**src/rtl/sys_defs.sv**
```systemverilog
// Shared pipeline definitions: FU->RS result packet, CDB broadcast packet and default widths.
package sys_defs;

    localparam int unsigned DEFAULT_NUM_FU    = 4;
    localparam int unsigned DEFAULT_CDB_WIDTH = 2;

    typedef struct packed {
        logic [31:0] alu_result;
        logic [31:0] NPC;
        logic [31:0] PC;
        logic [4:0]  dest_reg_idx;
        logic        take_branch;
        logic        is_branch;
        logic        halt;
        logic        illegal;
    } FU_RS_PACKET;

    typedef struct packed {
        logic [4:0]  dest_reg_idx;
        logic [31:0] alu_result;
        logic [31:0] NPC;
        logic [31:0] PC;
        logic        take_branch;
        logic        is_branch;
        logic        halt;
        logic        illegal;
    } CDB_PACKET;

    function automatic CDB_PACKET fu_to_cdb(input FU_RS_PACKET p);
        CDB_PACKET c;
        c.dest_reg_idx = p.dest_reg_idx;
        c.alu_result   = p.alu_result;
        c.NPC          = p.NPC;
        c.PC           = p.PC;
        c.take_branch  = p.take_branch;
        c.is_branch    = p.is_branch;
        c.halt         = p.halt;
        c.illegal      = p.illegal;
        return c;
    endfunction

endpackage

```
**src/rtl/rr_pick_n.sv**
```systemverilog
// Combinational round-robin picker: grants up to W requesters, scanning from start and wrapping.
module rr_pick_n #(
    parameter int unsigned N     = 4,
    parameter int unsigned W     = 2,
    parameter int unsigned PTR_W = 2
) (
    input  logic [N-1:0]         req,
    input  logic [PTR_W-1:0]     start,
    output logic [W-1:0][N-1:0]  grant,
    output logic [PTR_W-1:0]     last_idx,
    output logic                 any_grant
);

    localparam int unsigned CNT_W  = $clog2(W + 1);
    localparam int unsigned LANE_W = (W > 1) ? $clog2(W) : 1;

    logic [CNT_W-1:0] cnt;
    logic [PTR_W-1:0] idx;

    always_comb begin
        grant     = '0;
        last_idx  = start;
        any_grant = 1'b0;
        cnt       = '0;
        idx       = '0;
        for (int unsigned o = 0; o < N; o++) begin
            idx = PTR_W'((32'(start) + o) % N);
            // Lane number equals the number of grants already issued this scan
            if (req[idx] && (32'(cnt) < W)) begin
                grant[cnt[LANE_W-1:0]][idx] = 1'b1;
                last_idx  = idx;
                any_grant = 1'b1;
                cnt       = cnt + CNT_W'(1);
            end
        end
    end

endmodule

```
**src/rtl/fu_result_collector.sv**
```systemverilog
// FU result collector: per-FU holding buffers, round-robin CDB arbitration, per-FU ack pulses.
// Optional stall statistics counter enabled by RESULT_COLLECTOR_STATS_EN.
module fu_result_collector
    import sys_defs::*;
#(
    parameter int unsigned NUM_FU    = DEFAULT_NUM_FU,
    parameter int unsigned CDB_WIDTH = DEFAULT_CDB_WIDTH,
    parameter int unsigned PTR_W     = (NUM_FU > 1) ? $clog2(NUM_FU) : 1
) (
    input  logic                          clock,
    input  logic                          reset,
    input  logic                          squash,
    input  logic [NUM_FU-1:0]             fu_result_valid,
    input  FU_RS_PACKET [NUM_FU-1:0]      fu_rs,
    input  logic                          cdb_ready,
    output logic [NUM_FU-1:0]             fu_ack,
    output logic [CDB_WIDTH-1:0]          cdb_valid,
    output CDB_PACKET [CDB_WIDTH-1:0]     cdb_packet,
    output logic [31:0]                   perf_stall_cycles
);

    FU_RS_PACKET [NUM_FU-1:0]            res_buf;
    logic [NUM_FU-1:0]                   buf_valid;
    logic [PTR_W-1:0]                    rr_ptr;
    logic [CDB_WIDTH-1:0][NUM_FU-1:0]    grant;
    logic [NUM_FU-1:0]                   granted;
    logic [NUM_FU-1:0]                   capture;
    logic [PTR_W-1:0]                    last_idx;
    logic                                any_grant;
    CDB_PACKET [CDB_WIDTH-1:0]           lane_pkt;

    rr_pick_n #(
        .N     (NUM_FU),
        .W     (CDB_WIDTH),
        .PTR_W (PTR_W)
    ) u_pick (
        .req       (cdb_ready ? buf_valid : '0),
        .start     (rr_ptr),
        .grant     (grant),
        .last_idx  (last_idx),
        .any_grant (any_grant)
    );

    always_comb begin
        granted  = '0;
        lane_pkt = '0;
        for (int k = 0; k < CDB_WIDTH; k++) begin
            granted = granted | grant[k];
            for (int i = 0; i < NUM_FU; i++) begin
                if (grant[k][i]) lane_pkt[k] = fu_to_cdb(res_buf[i]);
            end
        end
        // The ~fu_ack term stops a held result from being captured twice
        capture = fu_result_valid & ~fu_ack & (~buf_valid | granted) & {NUM_FU{~squash}};
    end

    always_ff @(posedge clock or negedge reset) begin
        if (!reset) begin
            res_buf    <= '0;
            buf_valid  <= '0;
            rr_ptr     <= '0;
            fu_ack     <= '0;
            cdb_valid  <= '0;
            cdb_packet <= '0;
        end else if (squash) begin
            buf_valid  <= '0;
            rr_ptr     <= '0;
            fu_ack     <= '0;
            cdb_valid  <= '0;
            cdb_packet <= '0;
        end else begin
            fu_ack <= capture;
            for (int i = 0; i < NUM_FU; i++) begin
                if (capture[i]) begin
                    res_buf[i]   <= fu_rs[i];
                    buf_valid[i] <= 1'b1;
                end else if (granted[i]) begin
                    buf_valid[i] <= 1'b0;
                end
            end
            for (int k = 0; k < CDB_WIDTH; k++) begin
                cdb_valid[k]  <= |grant[k];
                cdb_packet[k] <= lane_pkt[k];
            end
            if (any_grant) rr_ptr <= PTR_W'((32'(last_idx) + 1) % NUM_FU);
        end
    end

`ifdef RESULT_COLLECTOR_STATS_EN
    logic stall;
    assign stall = (|buf_valid) && !any_grant;

    always_ff @(posedge clock or negedge reset) begin
        if (!reset) begin
            perf_stall_cycles <= '0;
        end else if (stall && (perf_stall_cycles != '1)) begin
            perf_stall_cycles <= perf_stall_cycles + 32'd1;
        end
    end
`else
    assign perf_stall_cycles = '0;
`endif

endmodule

```
**config.mk**
```make
export PLATFORM = sky130hd
export DESIGN_NAME = fu_result_collector
export DESIGN_NICKNAME = d
export VERILOG_FILES = /design/src/rtl/sys_defs.sv /design/src/rtl/rr_pick_n.sv /design/src/rtl/fu_result_collector.sv
export SDC_FILE = /design/constraint.sdc
export NUM_CORES = 1
export LEC_CHECK = 0
export CAP_MARGIN = 20
export CELL_PAD_IN_SITES_DETAIL_PLACEMENT = 2
export CELL_PAD_IN_SITES_GLOBAL_PLACEMENT = 2
export CORE_MARGIN = 1
export CORE_UTILIZATION = 36
export CTS_CLUSTER_DIAMETER = 200
export DETAILED_ROUTE_END_ITERATION = 8
export PLACE_DENSITY = 0.95
export SETUP_SLACK_MARGIN = 0.15
export SYNTH_ARGS = -nofsm -noshare
export SYNTH_HDL_FRONTEND = slang
export SYNTH_SLANG_ARGS = --single-unit
```
**constraint.sdc**
```tcl
create_clock -name clock -period 12.2 [get_ports clock]
set_input_delay 1.83 -clock clock [delete_from_list [all_inputs] [get_ports clock]]
set_output_delay 1.83 -clock clock [all_outputs]
set_load 0.05 [all_outputs]
```
==> reports/qor.csv <==
stage;metric;value;unit
run_status;status;finished, final reports clean;
global_routing;grt_pass1_vias;27800;
timing;fin_crit_sh;0.619;
layout;synthToLayoutAreaGrowth;33.5;%
cts;clockBufferDepth;3;
placement;place_hpwl;88.8;mm
route;via_per_inst;6.19;
synthesis;synth_area_leader_cell;dfrtp_1;
setup_path;worstSetupPathType;reg2reg;
synthesis;synthTopCellsByArea;dfrtp_1 55%, mux2_2 13%, mux2_4 4.0%;
timing;slew_headroom;0.150;
cts;cts_root_buf;clkbuf_16;
synthesis;syn-cell-area;29300;um2
timing;rsz0062_at_grt;no;
timing;slew_violations;0;
layout;final_util;0.485;
floorplanning;die_area;82500;um2
timing;fin_tns_setup;0;ns
placement;io_buffers;643;
timing;final-setup-viol-count;0;
synthesis;syn_avg_cell_area;12.8;um2
floorplanning;num_rows;104;
cts;clock-sinks;642;
timing;fin_ws;4.65;ns
route;drc_errors;0;
global_routing;top_usage_layer;met2;
timing;min_period;7.55;ns
timing;worst_pin_slew;1.28;ns
layout;final_cell_mix;642 x dfrtp_1, 641 x clkdlybuf4s50_1, 338 x mux2_2;
layout;final_common_cell;dfrtp_1;
power_and_ir_drop;power_density;262;nW/um2
setup_path;r2r_cells;14;
timing;hold_slack;0.514;ns
layout;nFillCells;7639;
synthesis;yosysSeqAreaShare;0.549;
floorplanning;coreArea;80500;um2
setup_path;regToRegSetupSlack;4.65;ns
cts;worstSkewPairLatency;0.62;ns
cts;cts_resized;0;
layout;final_nets;3263;
route;drt_iter0_drc;2002;
cts;cts_buffers;74;
timing;finalHoldViolations;0;
global_routing;overflow;0;
worst_hold_path;worstHoldPathType;reg2reg;
route;wl_per_cell;36.2;um
placement;dp_worst_setup_slack;4.73;ns
global_routing;grt_first_pass_wirelength;205;mm
power_and_ir_drop;power;10.2;mW
cts;htree_num_levels;3;
setup_path;crit_path_start_kind;register;
setup_path;end_kind;register;
synthesis;ys_ff_latch;642;
layout;drive_above_1_share;0.207;
timing;fin_skew;0.0353;ns
synthesis;synth_ff_type;dfrtp_1;
global_routing;grt_max_degree;169;
layout;post-route-cell-area;39100;um2
global_routing;antenna_found_initial;59;
setup_path;critical_path_peak_fanout;63;
power_and_ir_drop;vdd_drop_max;0.127;mV
route;vias;24800;
floorplanning;io_pins;676;
synthesis;yosysUniqueCellTypes;60;
route;finalWirelength;145;mm
cts;clk_pin_slew_worst_paths;0.06;ns
placement;dp.cells;3808;
power_and_ir_drop;leakage;15.8;nW
global_routing;grt_util_all_layers;0.340;
route;ant_nets;0;
placement;place_area;36300;um2
placement;gp_congestion;0.864;
route;dr.pass1.iters;5;
synthesis;synth_edf_count;0;
global_routing;grtUsageMet2;0.587;
timing;timing.fmax;132;MHz
worst_hold_path;hold_depth;1;
floorplanning;die_height;287;um
global_routing;met1_usage;0.385;
global_routing;grt_use_met3;0.0621;
cts;cts_tree;done;
floorplanning;start_util;0.363;
layout;stdcell_count;4000;
setup_path;cp.arrival;7.97;ns
floorplanning;die_w;287;um
synthesis;synth_top_area_share;0.549;
synthesis;syn_inst;2287;
synthesis;synth-warning-count;0;
run;maxCapViolCount;0;
cts;cts_hold_buf;0;
setup_path;worstPathRequired;12.62;ns
cts;cts_setup_buffers;0;
synthesis;async_reset_ff_frac;1.00;
routing by layer:
| layer | up-vias | routed length, um | part of all wire |
|---|---|---|---|
| li1 | 9665 | - | - |
| met1 | 13100 | 52100 | 0.36 |
| met2 | 1453 | 73100 | 0.51 |
| met3 | 507 | 9070 | 0.063 |
| met4 | 8 | 10300 | 0.071 |
| met5 | - | 56 | 0.00039 |
logic make-up after synthesis:
logic type,synth area share
AOI/OAI and AO/OA,0.129
xor gates and xnor gates,0.00120
adders and majority gates,0.00385
buffers and inverters,0.0432
DFF,0.549
muxes,0.176
other,0.000128
and+or+nand+nor,0.0981
layout make-up:
class	count	area (um2)	area share
sequential	642	16100	0.411
tap	1060	1330	0.0339
clock buffer	104	2150	0.0549
multi-input combinational	1421	12200	0.311
inverter	7	26.3	0.000672
timing repair buffer	680	6790	0.174
clock inverter	27	414	0.0106
antenna	59	148	0.00378
cell usage after synthesis, drive strengths merged (4+ instances only):
cell type    n
ha           9
o21ai        5
mux2i        6
mux2       421
buf        110
and2       112
o32ai      106
nand2       19
nand2b     110
o221ai     106
nor2       117
nand3b     109
inv          7
clkbuf     138
a221oi     106
xnor2        4
a21oi        8
dfrtp      642
a31oi      105
power breakdown:
group / leakage [nW] / total, mW / internal, mW / switching [mW]
clock network: 1.26 / 2.42 / 1.42 / 0.993
registers: 7.96 / 3.64 / 2.90 / 0.733
logic: 6.61 / 4.17 / 1.52 / 2.65
total: 15.8 / 10.2 / 5.85 / 4.37
flip-flops by register name (all words and copies together), names as in the netlist:
register,cells
res_buf,420
cdb_packet,210
rr_ptr,2
cdb_valid,2
buf_valid,4
fu_ack,4
worst paths after layout:
| kind | start | endpoint |
|---|---|---|
| worst max-delay path | rr_ptr[0] | cdb_packet[83] |
| worst min-delay path | res_buf[354] | res_buf[354] |
| worst max register to register | rr_ptr[0] | cdb_packet[83] |
| worst min register to register | res_buf[354] | res_buf[354] |
| max in group asynchronous | reset | res_buf[129] |
| min in group asynchronous | reset | cdb_packet[68] |
critical path, stage by stage (launching register included):
cell and delay, ns:
dfrtp_1 0.83, inv_1 0.23, ha_1 0.50, mux4_2 0.66, and2_1 0.27, ha_1 0.27, or3b_1 0.43, o2bb2ai_4 0.38
nor2_1 0.12, or2_1 0.36, a21oi_4 0.17, buf_4 0.72, nand2b_4 0.67, buf_4 0.61, o32ai_1 0.97
Note: power is estimated with default switching activity, not from simulation.
